File: config.mk
export PLATFORM = sky130hd
export DESIGN_NAME = chip8_fetch_ctrl
export DESIGN_NICKNAME = d
export VERILOG_FILES = /design/src/rtl/chip8_fetch_ctrl.sv
export SDC_FILE = /design/constraint.sdc
export NUM_CORES = 1
export LEC_CHECK = 0
export BUFFER_PORTS_ARGS = -buffer_cell sky130_fd_sc_hd__buf_4
export CORE_MARGIN = 5
export CORE_UTILIZATION = 43
export DETAILED_ROUTE_END_ITERATION = 8
export PLACE_DENSITY = 0.89
export SLEW_MARGIN = 25
export SYNTH_ARGS = -nofsm -noshare
export SYNTH_HDL_FRONTEND = slang
export SYNTH_SLANG_ARGS = --single-unit
export TNS_END_PERCENT = 5
File: constraint.sdc
create_clock -name clk -period 4.4 [get_ports clk]
set_clock_uncertainty 0.1 [all_clocks]
set_input_delay 0.88 -clock clk [delete_from_list [all_inputs] [get_ports clk]]
set_output_delay 0.88 -clock clk [all_outputs]
set_load 0.03 [all_outputs]
File: src/rtl/chip8_fetch_ctrl.sv
// CHIP-8 instruction fetch sequencer: reads two opcode bytes at pc over a shared
// single-port byte memory and hands the big-endian opcode to the decoder.
module chip8_fetch_ctrl #(
  parameter int ADDR_W = 12
) (
  input  logic              clk,
  input  logic              rst,
  input  logic [15:0]       pc,
  output logic              pc_advance,
  input  logic              redirect,
  input  logic              halt,
  output logic              op_valid,
  output logic [15:0]       op,
  input  logic              op_ready,
  output logic [ADDR_W-1:0] mem_addr,
  output logic              mem_re,
  output logic              mem_we,
  output logic [7:0]        mem_wdata,
  input  logic [7:0]        mem_rdata,
  input  logic              dreq_valid,
  input  logic              dreq_we,
  input  logic [ADDR_W-1:0] dreq_addr,
  input  logic [7:0]        dreq_wdata,
  output logic              dreq_ready,
  output logic              dresp_valid,
  output logic [7:0]        dresp_data,
  output logic [1:0]        state_dbg
);

  // Handshakes: op transfers on a cycle with op_valid && op_ready; a data request
  // completes on a cycle with dreq_valid && dreq_ready; dresp_valid is a one-cycle pulse.

  typedef enum logic [1:0] {F_HI, F_LO, F_CAP, HOLD} state_t;

  state_t      state, state_nxt;
  logic [15:0] op_q;
  logic        rd_pend;
  logic        unused_pc_hi;

  assign unused_pc_hi = &{1'b0, pc[15:ADDR_W]};

  always_comb begin
    state_nxt  = state;
    pc_advance = 1'b0;
    mem_re     = 1'b0;
    mem_we     = 1'b0;
    mem_addr   = '0;
    mem_wdata  = 8'h00;
    dreq_ready = 1'b0;
    case (state)
      F_HI: begin
        if (dreq_valid) begin
          dreq_ready = 1'b1;
        end else if (!halt && !redirect) begin
          mem_re    = 1'b1;
          mem_addr  = pc[ADDR_W-1:0];
          state_nxt = F_LO;
        end
      end
      F_LO: begin
        if (redirect) begin
          state_nxt = F_HI;
        end else begin
          mem_re    = 1'b1;
          mem_addr  = pc[ADDR_W-1:0] + ADDR_W'(1);
          state_nxt = F_CAP;
        end
      end
      F_CAP: state_nxt = redirect ? F_HI : HOLD;
      HOLD: begin
        dreq_ready = dreq_valid;
        if (redirect) begin
          state_nxt = F_HI;
        end else if (op_ready) begin
          pc_advance = 1'b1;
          state_nxt  = F_HI;
        end
      end
      default: state_nxt = F_HI;
    endcase
    // A granted data request owns the port; fetch never issues in the same cycle.
    if (dreq_ready) begin
      mem_addr  = dreq_addr;
      mem_we    = dreq_we;
      mem_re    = !dreq_we;
      mem_wdata = dreq_we ? dreq_wdata : 8'h00;
    end
    if (rst) begin
      state_nxt  = F_HI;
      pc_advance = 1'b0;
      mem_re     = 1'b0;
      mem_we     = 1'b0;
      mem_addr   = '0;
      mem_wdata  = 8'h00;
      dreq_ready = 1'b0;
    end
  end

  always_ff @(posedge clk) begin
    if (rst) begin
      state   <= F_HI;
      op_q    <= 16'h0000;
      rd_pend <= 1'b0;
    end else begin
      state   <= state_nxt;
      rd_pend <= dreq_ready && !dreq_we;
      if (state == F_LO && !redirect)  op_q[15:8] <= mem_rdata;
      if (state == F_CAP && !redirect) op_q[7:0]  <= mem_rdata;
    end
  end

  assign op_valid    = (state == HOLD);
  assign op          = op_q;
  assign dresp_valid = rd_pend;
  assign dresp_data  = rd_pend ? mem_rdata : 8'h00;
  assign state_dbg   = state;

endmodule

==> impl_results.md <==
* Outcome: finished clean
* Syn Inst Count at around 190
* Post-Synthesis Net Count at around 250
* Arr. time, crit path at 2.52 ns
* Post-route ant nets at 0
* Full die area at 4415 µm²
* Max Cap Viol at 0
* Post-CTS Resized at 0
* Critical path's top delay family: simple AND/OR/NAND/NOR gates
* Post-CTS Setup Bufs at 0
* DR vias/cell at 5.303
* Synth-to-Final Area Change at 56.99%
* Max incr delay on CP at 0.54 ns
* Final core occ at 70.45%
* Inserted Clock Buffers at 3
* Crit path capture type: output pin
* Max Slew Vio Count at 0
* CTS Buffer Depth at 2
* Seq/Total Area, Yosys at 27.76%
* Worst setup margin at 0.9038 ns
* RSZ-0062 raised after global routing: no
* Post-Place Cells at 323
* CTS tree: done
* Asr flop ratio synth at 0%
* Global Route Usage Sum at 21.29%
* Hpwl dp at 3792 µm
* Endpoints failing hold at 0
* Worst min-delay path category: reg -> reg
* Root buf cell: clkbuf_4
* Ant diodes at 0
* Worst vdd ir at between 150 and 200 µV
* Post-layout minimum cycle time at between 3 and 4 ns
* #FFs+latches synth at 19
* Most frequent CP cell: buf_4
* Reg clk slew, reported paths at 0.11 ns
* IO Pins at 103
* Die Y at 66.45 µm
* Share of cells above drive strength 1 at 38.87%
* Core Area at 3053 µm²
* Pre-Repair DR Iteration Count at 4
* Place WS at 1.001 ns
* Slowest-stage cell, CP: nor3_1
* DRT Wirelength at 4746 µm
* Vias in the first global route at between 1500 and 2000
* Req. time, crit path at 3.42 ns
* Setup TNS at 0 ns
* PnR Total Power at roughly 0.51 mW
* Syn_area_per_cell at 7.173 µm²
* Mapped Area at 1370 µm²
* CP Class: reg -> out
* Row cnt at 20
* Via count at 1734
* Initial antenna violation count at 0
* Fmax at ~290 MHz
* Die width at 66.45 µm
* Post-synthesis cell type count at 36
* WL per Instance at 14.51 µm
* Leakage at just over 1 nW
* Worst path buffer plus inverter count at 3
* Pwr per Cell Area at 236.4 nW/µm²
* DRT iter0 DRCs at 89
* Global-route wire length before repair at 7334 µm
* Pin count of the biggest net entering global routing at 25
* CTS Hold Bufs at 0
* Grt total ovfl at 0
* Global placement routability congestion at 0.9278
* H-tree depth at 1
* Ys Warns at 0
* Main flop type after synthesis: dfxtp_1
* Slew HR at 47.91%
* Later-pin clock latency in the skew report at slightly above 0.3 ns
* CP cell instances: inv_1 > ha_1 > nor2b_4 > nor3_1 > buf_4 > o2111ai_1 > o311ai_0 > buf_4
* Sink count of the clock tree at 19
* Critical Path Fanout Max at 6
* Final Cycle Share at 79.46%
* Starting Density at around 45%
* EDFF count, synth at 0
* Crit path launch type: flip-flop
* Least-Margin Pin Slew at 0.7798 ns
* Non-Filler Instances at 327
* Final setup viols at 0
* Port bufs at a little under 100
* Nets at 340
* Post-route DRC at 0
cell type report:
cell class / instances / area, µm²
clock buffers: 3 / 22.52
clock inverters: 1 / 5.005
fillers: 288 / 902.1
inverters: 4 / 15.01
multi-input cells: 156 / 922.1
flip-flops and latches: 19 / 380.4
well taps: 44 / 55.05
repair buffers: 100 / 750.7
worst reg2reg max path: cells and delay by family (launching register included):
family,cells,cell delay (ns)
simple gates,2,0.79
flops,1,0.43
compound gates,1,0.14
fa+ha+maj,1,0.26
synth_stat cells, types with 3 or more instances:
cell,n,area [µm²]
o21ai_0,8,40.04
nand2b_1,3,18.77
clkbuf_1,11,41.29
and3_1,9,56.30
nor2_1,6,22.52
nor3_1,4,20.02
nand3_1,5,25.02
nand4_1,4,25.02
dfxtp_1,19,380.4
a21oi_1,21,105.1
nand2_1,44,165.2
o211ai_1,3,22.52
inv_1,4,15.01
ha_1,5,62.56
and2_1,11,68.82
a22oi_1,4,30.03
nor2b_1,3,18.77
final timing paths:
path	from	end	slack, ns	cells past startpoint
hold reg to reg	op[10]	op[10]	0.36	2
setup reg to reg	state_dbg[0]	op[9]	2.61	4
setup / recovery	state_dbg[0]	mem_addr[7]	0.90	8
hold / removal	op[10]	op[10]	0.36	2
where the power goes:
group,internal (mW),leakage [nW],total (mW),switching (mW)
combinational,0.0957,0.846,0.234,0.138
sequential,0.180,0.154,0.187,0.00695
clock,0.0340,0.0177,0.0877,0.0537
cell usage in the layout (no fill, tap or decap), drive strengths merged, types with 3 or more instances in the layout:
| master | count |
|---|---|
| and2 | 11 |
| ha | 5 |
| nand2 | 44 |
| buf | 100 |
| o21ai | 8 |
| nand4 | 4 |
| clkbuf | 3 |
| and3 | 9 |
| a21oi | 21 |
| nor3 | 4 |
| dfxtp | 19 |
| nand2b | 4 |
| nor2 | 6 |
| a22oi | 4 |
| nand3 | 5 |
| inv | 4 |
| o211ai | 3 |
| nor2b | 4 |
routing by layer:
layer | wire length (µm) | global-route usage, % | vias to the layer above
met5 | 0 | 0 | -
met4 | 136 | 9.391 | 0
met3 | 306 | 4.592 | 15
met2 | 2434 | 36.56 | 64
met1 | 1868 | 25.10 | 790
li1 | - | - | 865
cell families after synthesis:
group                    count (synthesis)  share of synthesized area (%)
AND/OR/NAND/NOR                        101                          39.82
buffers and inverters                   16                          4.931
XOR/XNOR                                 1                         0.6394
flip-flops                              19                          27.76
AO/OA/AOI/OAI                           49                          22.28
adder cells (fa/ha/maj)                  5                          4.566
sequential cells by signal (all words and copies together) (netlist names):
signal and cells:
op 16, state_dbg 2, dresp_valid 1
metrics by stage:
step	hold WS (ns)	area [µm²]
2_1_floorplan	0.4835	1370
3_3_place_gp	0.3430	2123
3_5_place_dp	0.3466	2123
4_1_cts	0.3618	2151
5_1_grt	0.3826	2151
6_report	0.3618	2151
(Power assumes the default switching activity.)
